[config.mk]
export PLATFORM = sky130hd
export DESIGN_NAME = wb_regfile
export DESIGN_NICKNAME = d
export VERILOG_FILES = /design/src/rtl/proc19_pkg.sv /design/src/rtl/wb_scoreboard.sv /design/src/rtl/wb_regfile.sv
export SDC_FILE = /design/constraint.sdc
export NUM_CORES = 1
export LEC_CHECK = 0
export ABC_CLOCK_PERIOD_IN_PS = 2070
export CAP_MARGIN = 40
export CORE_ASPECT_RATIO = 1.2
export CORE_UTILIZATION = 41
export CTS_CLUSTER_DIAMETER = 120
export DETAILED_ROUTE_END_ITERATION = 6
export PLACE_DENSITY_LB_ADDON = 0.15
export SLEW_MARGIN = 20
export SYNTH_ARGS = -nofsm -noshare
export SYNTH_HDL_FRONTEND = slang
export SYNTH_SLANG_ARGS = --single-unit
[constraint.sdc]
create_clock -name clk -period 2.07 [get_ports clk]
set_input_delay 0.414 -clock clk [delete_from_list [all_inputs] [get_ports clk]]
set_output_delay 0.414 -clock clk [all_outputs]
set_load 0.05 [all_outputs]
[src/rtl/proc19_pkg.sv]
// Shared types and sizes for the 19-bit processor datapath.
package proc19_pkg;
  localparam int DATA_W   = 19;
  localparam int ADDR_W   = 3;
  localparam int NUM_REGS = 2 ** ADDR_W;

  typedef logic [DATA_W-1:0] word_t;
  typedef logic [ADDR_W-1:0] reg_idx_t;

  localparam reg_idx_t REG_ZERO = '0;
endpackage

[src/rtl/wb_scoreboard.sv]
// Per-register pending-write counters for RAW hazard detection.
// R0 never has a producer, so its counter is pinned at zero.
module wb_scoreboard
  import proc19_pkg::*;
#(
  parameter int CNT_W = 2
) (
  input  logic     clk,
  input  logic     reset_n,
  input  logic     wb_valid,
  input  reg_idx_t wb_rd,
  input  logic     issue_valid,
  input  reg_idx_t issue_rd,
  input  reg_idx_t rs1_addr,
  input  reg_idx_t rs2_addr,
  output logic     rs1_busy,
  output logic     rs2_busy,
  output logic     issue_ready,
  output logic     err_underflow
);
  localparam logic [CNT_W-1:0] CNT_MAX = '1;
  localparam logic [CNT_W-1:0] CNT_ONE = CNT_W'(1);

  logic [NUM_REGS-1:0][CNT_W-1:0] pend;
  logic [NUM_REGS-1:0]            inc, dec;
  logic                           wb_hit, iss_acc;

  assign wb_hit      = wb_valid && (wb_rd != REG_ZERO);
  assign issue_ready = (issue_rd == REG_ZERO) || (pend[issue_rd] != CNT_MAX);
  assign iss_acc     = issue_valid && issue_ready && (issue_rd != REG_ZERO);

  // A writeback that retires the last producer satisfies the read via bypass.
  assign rs1_busy = (pend[rs1_addr] != '0) &&
                    !((pend[rs1_addr] == CNT_ONE) && wb_hit && (wb_rd == rs1_addr));
  assign rs2_busy = (pend[rs2_addr] != '0) &&
                    !((pend[rs2_addr] == CNT_ONE) && wb_hit && (wb_rd == rs2_addr));

  // Decode per-register increment / decrement requests.
  always_comb begin
    inc = '0;
    dec = '0;
    for (int r = 1; r < NUM_REGS; r++) begin
      inc[r] = iss_acc && (issue_rd == reg_idx_t'(r));
      dec[r] = wb_hit && (wb_rd == reg_idx_t'(r)) && (pend[r] != '0);
    end
  end

  // Pending counters; simultaneous issue and retire on one register cancel out.
  always_ff @(posedge clk or negedge reset_n) begin
    if (!reset_n) begin
      pend <= '0;
    end else begin
      for (int r = 1; r < NUM_REGS; r++) begin
        if (inc[r] && !dec[r])      pend[r] <= pend[r] + CNT_ONE;
        else if (dec[r] && !inc[r]) pend[r] <= pend[r] - CNT_ONE;
      end
    end
  end

  // Sticky flag: a writeback arrived with no outstanding producer.
  always_ff @(posedge clk or negedge reset_n) begin
    if (!reset_n)                              err_underflow <= 1'b0;
    else if (wb_hit && (pend[wb_rd] == '0))    err_underflow <= 1'b1;
  end
endmodule

[src/rtl/wb_regfile.sv]
// Writeback register file: 8 x 19-bit, R0 hardwired zero, two bypassed
// read ports, commit counter and pending-write scoreboard.
module wb_regfile
  import proc19_pkg::*;
#(
  parameter int CNT_W = 2
) (
  input  logic              clk,
  input  logic              reset_n,
  input  logic              wb_valid_in,
  input  logic [ADDR_W-1:0] wb_rd_in,
  input  logic [DATA_W-1:0] wb_data_in,
  input  logic [ADDR_W-1:0] rs1_addr,
  input  logic [ADDR_W-1:0] rs2_addr,
  output logic [DATA_W-1:0] rs1_data,
  output logic [DATA_W-1:0] rs2_data,
  output logic              rs1_busy,
  output logic              rs2_busy,
  input  logic              issue_valid,
  input  logic [ADDR_W-1:0] issue_rd,
  output logic              issue_ready,
  output logic [15:0]       wb_count,
  output logic              err_underflow
);
  word_t regs [NUM_REGS];
  logic  wb_hit;

  assign wb_hit = wb_valid_in && (wb_rd_in != REG_ZERO);

  // Architectural state; regs[0] is reset and never written.
  always_ff @(posedge clk or negedge reset_n) begin
    if (!reset_n) begin
      for (int r = 0; r < NUM_REGS; r++) regs[r] <= '0;
    end else if (wb_hit) begin
      for (int r = 1; r < NUM_REGS; r++)
        if (wb_rd_in == reg_idx_t'(r)) regs[r] <= wb_data_in;
    end
  end

  // Count committed non-R0 writebacks, wrapping.
  always_ff @(posedge clk or negedge reset_n) begin
    if (!reset_n)    wb_count <= '0;
    else if (wb_hit) wb_count <= wb_count + 16'd1;
  end

  // Same-cycle write-to-read bypass on both ports.
  assign rs1_data = (wb_hit && (rs1_addr == wb_rd_in)) ? wb_data_in : regs[rs1_addr];
  assign rs2_data = (wb_hit && (rs2_addr == wb_rd_in)) ? wb_data_in : regs[rs2_addr];

  wb_scoreboard #(.CNT_W(CNT_W)) u_sb (
    .clk          (clk),
    .reset_n      (reset_n),
    .wb_valid     (wb_valid_in),
    .wb_rd        (wb_rd_in),
    .issue_valid  (issue_valid),
    .issue_rd     (issue_rd),
    .rs1_addr     (rs1_addr),
    .rs2_addr     (rs2_addr),
    .rs1_busy     (rs1_busy),
    .rs2_busy     (rs2_busy),
    .issue_ready  (issue_ready),
    .err_underflow(err_underflow)
  );
endmodule

==> qor.csv, run 1 <==
stage,metric,value,unit
outcome,status,"complete, but fails checks",
outcome,violations,setup timing,
yosys,yosys_most_used_dff,dfrtp_1,
power_and_ir_drop,netSwitchingPower,4631,uW
yosys,yosysTopAreaCell,dfrtp_1,
timing,setup_viol,41,
timing,timing.setup.tns,-10100,ps
floorplanning,die-width,140.2,um
power_and_ir_drop,switching_share,35.44,%
cells_and_area,finalCoreUtilization,61.68,%
route,viasPerCell,5.888,
cells_and_area,stdcell_area,13840,um^2
yosys,synthArstFlopShare,100.0,%
floorplanning,num_io_pins,93,
global_routing,overflow,0,
yosys,yosysSeqAreaShare,43.67,%
placement,gp_congestion,0.8381,
clock_tree,cts_tree,done,
yosys,synth_warnings,21,
floorplanning,dieArea,23530,um^2
route,drtIter0Drc,453,
power_and_ir_drop,power_frac_comb,41.2,%
global_routing,grt_pass1_vias,7912,
setup_path,critPathMaxFanout,6,
route,dr.pass1.iters,5,
placement,place_ws,-795.2,ps
cells_and_area,layout.cells.non_filler,1256,
timing,max_freq,0.4182,GHz
floorplanning,start_util,41.87,%
timing,fin_skew,10.41,ps
power_and_ir_drop,p_int,8438,uW
setup_path,cp_slowest_stage_delay,300,ps
clock_tree,htreeDepth,4,
setup_path,path_delay_family,buffers and inverters,
timing,finalCriticalPeriod,2391,ps
placement,place_area,12400,um^2
yosys,yosysUniqueCellTypes,44,
power_and_ir_drop,vdd_drop_max,0.5548,mV
clock_tree,cts_buffer_depth,2,
setup_path,cp.buffers_inverters,7,
global_routing,grt_pass1_wl,46020,um
timing,drv_slew,0,
floorplanning,num_rows,60,
timing,worst_slew_pin_slew,511.6,ps
timing,max_slew_margin,65.79,%
setup_path,slowest_stage,o31ai_4,
route,wl,29270,um
clock_tree,insertion_delay,430,ps
clock_tree,cts-root-buf,clkbuf_16,
route,vias,7395,
yosys,synth-edff-count,0,
timing,post-route-period-util,115.5,%
setup_path,cp_data_required_time,1660,ps
power_and_ir_drop,seqPwrFrac,36.1,%
setup_path,start_kind,input port,
global_routing,antenna_found_initial,0,
power_and_ir_drop,power.leakage,0.005860,uW
job,max_cap_viol_count,0,
cells_and_area,layout.cells.most_common_list,"mux2_2 (174), dfrtp_1 (164), buf_4 (106), buf_12 (62), mux4_2 (43)",
cells_and_area,area_growth,47.32,%
yosys,synth.cell_area,9398,um^2
setup_path,worst_ep_arrival_time,1980,ps
global_routing,grt_util_met2,44.74,%
floorplanning,core_area,22450,um^2
timing,hold_viol,0,
setup_path,critPathKind,input port to primary output,
yosys,syn_inst,756,
timing,grt_setup_unrepaired,yes,
setup_path,worstPathCellList,buf_8 > buf_6 > o31ai_4 > buf_6 > nor4_4 > buf_6 > buf_12 > buf_12 > o31ai_4 > buf_12,
setup_path,critPathCaptureType,primary output,
floorplanning,die_h,167.8,um
route,wl_per_cell,23.31,um
yosys,synth_top_area_share,43.67,%
yosys,synth-seq-cells,164,
cells_and_area,fin_nets,1007,
route,postRouteAntennaNets,0,
global_routing,grt_usage,25.98,%
min_path,hold_class,input port to asynchronous set/reset pin,
yosys,syn-num-nets,799,
yosys,synth_area_leaders,"dfrtp_1 (44%), mux2_2 (21%), mux4_2 (10%)",
power_and_ir_drop,power_density,944.0,nW/um^2
timing,setup_ws,-321.3,ps
global_routing,grtUsageMet3,4.494,%
placement,port_buffers,92,
global_routing,top_usage_layer,met2,
cells_and_area,num_antenna_cells,0,
clock_tree,clock-sinks,164,
yosys,syn_avg_cell_area,12.43,um^2
route,route.detailed.drc,0,
clock_tree,tritoncts.num_buffers,17,
global_routing,grt.met1_usage,32.79,%
power_and_ir_drop,clkPwrFrac,22.7,%
cells_and_area,final_common_cell,mux2_2,
clock_tree,clk_pin_slew_worst_paths,70,ps
cells_and_area,layout-drive-gt1-share,58.14,%
global_routing,grt_max_degree,48,
placement,placed_cells,1187,
placement,dpl.hpwl,18770,um
-- repair_timing --
| action | CTS | global route |
|---|---|---|
| hold endpoints to repair | 35 | 0 |
| cloned | 9 | 2 |
| hold buffers | 1 | 0 |
| setup buffers | 26 | 0 |
| pin swaps | 26 | 11 |
| resized for setup | 126 | 27 |
| endpoints found under the setup margin | 56 | 48 |
-- Yosys cell counts, types with 2 or more instances --
| library cell | number |
|---|---|
| buf_4 | 6 |
| xor2_1 | 24 |
| nor3_1 | 4 |
| nand2_1 | 58 |
| buf_2 | 34 |
| mux2_2 | 174 |
| o21ai_1 | 3 |
| nor4_4 | 2 |
| o21bai_1 | 3 |
| nand4b_1 | 2 |
| nand4_1 | 2 |
| o31a_1 | 3 |
| o21ai_0 | 45 |
| buf_6 | 5 |
| nor2_1 | 37 |
| dfrtp_1 | 164 |
| a221o_1 | 19 |
| clkbuf_1 | 21 |
| a221oi_1 | 21 |
| nand3_1 | 6 |
| nor3b_1 | 3 |
| o31ai_1 | 19 |
| nand2b_1 | 4 |
| mux4_2 | 43 |
| ha_1 | 8 |
| and3_1 | 3 |
| xnor2_1 | 18 |
| or2_2 | 2 |
| inv_1 | 3 |
| nor2b_1 | 5 |
| a22oi_1 | 2 |
-- state kept, by name (all words and copies together), names as in the netlist --
signal              cells
regs                  133
wb_count               16
u_sb.pend              14
u_sb.err_underflow      1
-- area by class of cell --
| type | instances | area (um^2) |
|---|---|---|
| inverter | 3 | 11.26 |
| fill | 1708 | 8602 |
| clock buffer | 19 | 442.9 |
| clock inverter | 13 | 100.1 |
| sequential | 164 | 4104 |
| timing repair buffer | 255 | 3114 |
| tap | 279 | 349.1 |
| multi-input combinational | 523 | 5723 |
-- path summary, 6_finish.rpt --
check / startpoint / endpoint / slack, ps / depth (start not counted)
worst max register to register: u_sb.pend[14] / u_sb.pend[15] / 80 / 9
max in group asynchronous: reset_n / regs[122] / 950 / 3
worst min register to register: u_sb.err_underflow / u_sb.err_underflow / 480 / 1
worst min-delay path: reset_n / wb_count[11] / 440 / 2
worst max-delay path: wb_rd_in[2] / rs1_data[18] / -320 / 10
min in group clk: wb_valid_in / u_sb.err_underflow / 460 / 3
-- logic make-up after synthesis --
kind of cell | after synthesis | synth area share, %
simple gates | 136 | 6.990
buf+inv | 69 | 3.848
compound gates | 119 | 9.240
flops | 164 | 43.67
mux | 218 | 31.27
fa+ha+maj | 8 | 1.065
xor+xnor | 42 | 3.914
-- layer usage --
layer	share of wire [%]	routed length (um)
met2	51	14880
met3	4.3	1257
met1	42	12380
met5	0	0
met4	2.6	751
-- per-stage QoR --
stage / hold WS (ps) / total power [uW]
6_report: 441.3 / 13070
5_1_grt: 450.4 / 13630
4_1_cts: 446.8 / 13040
3_5_place_dp: 353.1 / 9836
3_3_place_gp: 336.8 / 9622
2_1_floorplan: 118.4 / 7809
-- power groups by stage --
stage / Combinational, uW / Clock [uW] / Sequential [uW]
2_1_floorplan: 3090 / 0 / 4720
3_3_place_gp: 4980 / 0 / 4650
3_5_place_dp: 5090 / 0 / 4750
4_1_cts: 5340 / 3010 / 4680
5_1_grt: 5660 / 3150 / 4820
6_report: 5380 / 2970 / 4720
(Power assumes the default switching activity.)
==> run 2, diff against run 1 <==
CTS_BUF_LIST = sky130_fd_sc_hd__clkbuf_2 sky130_fd_sc_hd__clkbuf_4 sky130_fd_sc_hd__clkbuf_8   (was default)
==> run 2 against run 1 <==
  * The flow still finishes with violations (setup timing)
  * Worst hold slack worse by 59 ps
  * Sequential share of layout area is 0.23 points higher
  * Final cell count is 0.16% lower
  * Core utilization is 0.46 points lower
  * First-iteration DRC count is 7.9% higher
  * Combinational power hardly changed
  * Power is 5.9% lower
  * Non-clock buffer count is 2 lower
  * Wire length is 0.68% lower
  * Clock power is 27% lower
  * Sequential cell count stayed put
  * Register-to-register slack hardly changed
  * Critical endpoint is now rs2_data[18]
  * Largest power group unchanged
  * Highest routed layer unchanged
==> qor.csv, run 2 (same netlist as run 1, synthesis figures left out) <==
stage,metric,value,unit,change
outcome,status,"complete, but fails checks",,
outcome,violations,setup timing,,
setup_path,r2r-end,u_sb.pend[9],,
floorplanning,die_h,167.8,um,unchanged
placement,port_buffers,92,,unchanged
route,wl_per_cell,23.19,um,-0.52%
global_routing,top_usage_layer,met2,,
setup_path,worstPathCellList,buf_8 > buf_6 > o31ai_4 > nor4_4 > buf_6 > buf_12 > buf_16 > o31ai_4 > buf_12,,
global_routing,antenna_found_initial,0,,unchanged
setup_path,cp.buffers_inverters,6,,-1
floorplanning,core_area,22450,um^2,unchanged
cells_and_area,fin_nets,1005,,-0.20%
timing,finalCriticalPeriod,2392,ps,+1.025 ps
timing,grt_setup_unrepaired,yes,,
cells_and_area,fill_cells,1715,,+0.41%
timing,hold_viol,0,,unchanged
placement,gp_congestion,0.8381,,unchanged
clock_tree,clock-sinks,164,,unchanged
cells_and_area,largest_reg_flops,133,,unchanged
clock_tree,insertion_delay,480,ps,+50 ps
job,max_cap_viol_count,0,,unchanged
route,drtIter0Drc,489,,+7.9%
route,dr.pass1.iters,5,,unchanged
clock_tree,htreeDepth,4,,unchanged
route,route.detailed.drc,0,,unchanged
global_routing,grt_max_degree,48,,unchanged
global_routing,grt_pass1_wl,46140,um,+0.27%
timing,max_freq,0.4180,GHz,about the same
cells_and_area,num_antenna_cells,0,,unchanged
timing,setup_viol,41,,unchanged
timing,holdWs,382.5,ps,-58.80 ps
setup_path,rrSetupSlack,70,ps,about the same
cells_and_area,area_growth,46.23,%,
placement,dpl.hpwl,18770,um,unchanged
setup_path,start_kind,input port,,
timing,fin_skew,14.38,ps,+3.963 ps
min_path,hold_class,input port to asynchronous set/reset pin,,
clock_tree,cts_buffer_depth,2,,unchanged
global_routing,overflow,0,,unchanged
power_and_ir_drop,power_density,894.8,nW/um^2,-5.2%
clock_tree,tritoncts.num_buffers,17,,unchanged
global_routing,grt.met1_usage,33.05,%,+0.26 points
cells_and_area,top_regs,"regs x133, wb_count x16, u_sb.pend x14",,
floorplanning,num_rows,60,,unchanged
global_routing,grt_util_met2,44.09,%,-0.65 points
floorplanning,dieArea,23530,um^2,unchanged
route,vias,7331,,-0.87%
cells_and_area,regMostFlops,regs,,
cells_and_area,layout-drive-gt1-share,61.13,%,+3.0 points
power_and_ir_drop,vdd_drop_max,0.4504,mV,-19%
cells_and_area,layout.cells.most_common_list,"mux2_2 (173), dfrtp_1 (163), buf_4 (106), buf_12 (62), mux4_2 (43)",,
route,wl,29080,um,-0.68%
route,viasPerCell,5.846,,-0.71%
clock_tree,cts-root-buf,clkbuf_8,,
timing,max_slew_margin,66.52,%,+0.73 points
power_and_ir_drop,power.leakage,0.005831,uW,-0.50%
setup_path,critPathCaptureType,primary output,,
timing,setup_ws,-322.3,ps,-1.025 ps
setup_path,path_delay_family,buffers and inverters,,
setup_path,r2r_cells,9,,unchanged
timing,post-route-period-util,115.6,%,about the same
setup_path,worst_ep_arrival_time,1980,ps,about the same
timing,worst_slew_pin_slew,504.2,ps,-7.325 ps
setup_path,critPathMaxFanout,5,,-1
timing,drv_slew,0,,unchanged
setup_path,cp_data_required_time,1660,ps,about the same
route,postRouteAntennaNets,0,,unchanged
global_routing,grt_usage,26.18,%,+0.20 points
cells_and_area,stdcell_area,13740,um^2,-0.74%
global_routing,grt_pass1_vias,7930,,+0.23%
setup_path,critPathKind,input port to primary output,,
floorplanning,start_util,41.87,%,unchanged
setup_path,slowest_stage,o31ai_4,,
cells_and_area,layout.cells.non_filler,1254,,-0.16%
clock_tree,cts_tree,done,,
placement,place_area,12400,um^2,unchanged
setup_path,cp_slowest_stage_delay,310,ps,about the same
setup_path,worstReg2RegStart,u_sb.pend[14],,
clock_tree,clk_pin_slew_worst_paths,100,ps,+30 ps
global_routing,grtUsageMet3,4.494,%,unchanged
floorplanning,num_io_pins,93,,unchanged
cells_and_area,final_common_cell,mux2_2,,
floorplanning,die-width,140.2,um,unchanged
placement,placed_cells,1187,,unchanged
-- run 2: cell types whose count changed in the layout (fill, tap and decap cells not counted), sizes merged --
cell / change
dlygate4sd2: +3
clkdlybuf4s50: -1
buf: -1
dlymetal6s2s: -2
bufbuf: -1
-- run 2: per-layer routing --
layer / part of all wire [%] / wire length (um) / up-vias
li1: - / - / 3245
met2: 51 / 14960 / 213
met1: 42 / 12180 / 3818
met4: 2.7 / 771 / 0
met3: 4.0 / 1165 / 55
met5: 0 / 0 / -
-- run 2: repair_timing --
action | 4_1_cts | 5_1_grt
setup buffers | 26 | 4
resized for setup | 151 | 49
cloned | 11 | 1
pin swaps | 29 | 20
setup endpoints to repair | 59 | 46
endpoints found under the hold margin | 35 | 0
hold buffers | 1 | 0
-- run 2: worst max path at each step --
stage                        end          start  slack, ps  cells past startpoint
finish              rs2_data[18]    wb_rd_in[2]       -320                      9
floorplan           rs2_data[10]    wb_rd_in[1]       -130                      5
global route            rs1_busy  u_sb.pend[14]       -370                      4
global placement    rs1_data[18]    wb_rd_in[1]       -760                      8
CTS                     rs2_busy  u_sb.pend[14]       -330                      4
detailed placement   rs1_data[7]    wb_rd_in[1]       -800                      8
-- run 2: report_power, final --
group / total, uW / switching, uW / internal [uW] / leakage [uW]
registers: 4710 / 721 / 3990 / 0.00198
clock network: 2180 / 1290 / 890 / 0.000175
logic: 5410 / 2550 / 2860 / 0.00368
total: 12300 / 4560 / 7740 / 0.00583
-- run 2: per-stage QoR --
stage | power (uW) | setup WS (ps) | TNS (ps) | utilization, %
6_report | 12300 | -322.3 | -9872 | 61.22
5_1_grt | 12860 | -372.5 | -12280 | 61.22
3_5_place_dp | 9836 | -795.2 | -73350 | 55.23
2_1_floorplan | 7809 | -132.3 | -2914 | -
4_1_cts | 12270 | -327.3 | -9759 | 60.84
3_3_place_gp | 9622 | -757.6 | -69600 | 55.23
-- run 2: cell type report --
| cell class | count | area, um^2 | area share, % |
|---|---|---|---|
| clock buffer | 19 | 255.2 | 1.857 |
| clock inverter | 13 | 100.1 | 0.7284 |
| sequential | 164 | 4105 | 29.87 |
| inverter | 3 | 11.26 | 0.08195 |
| timing repair buffer | 253 | 3015 | 21.94 |
| tap | 279 | 349.1 | 2.540 |
| multi-input combinational | 523 | 5906 | 42.98 |
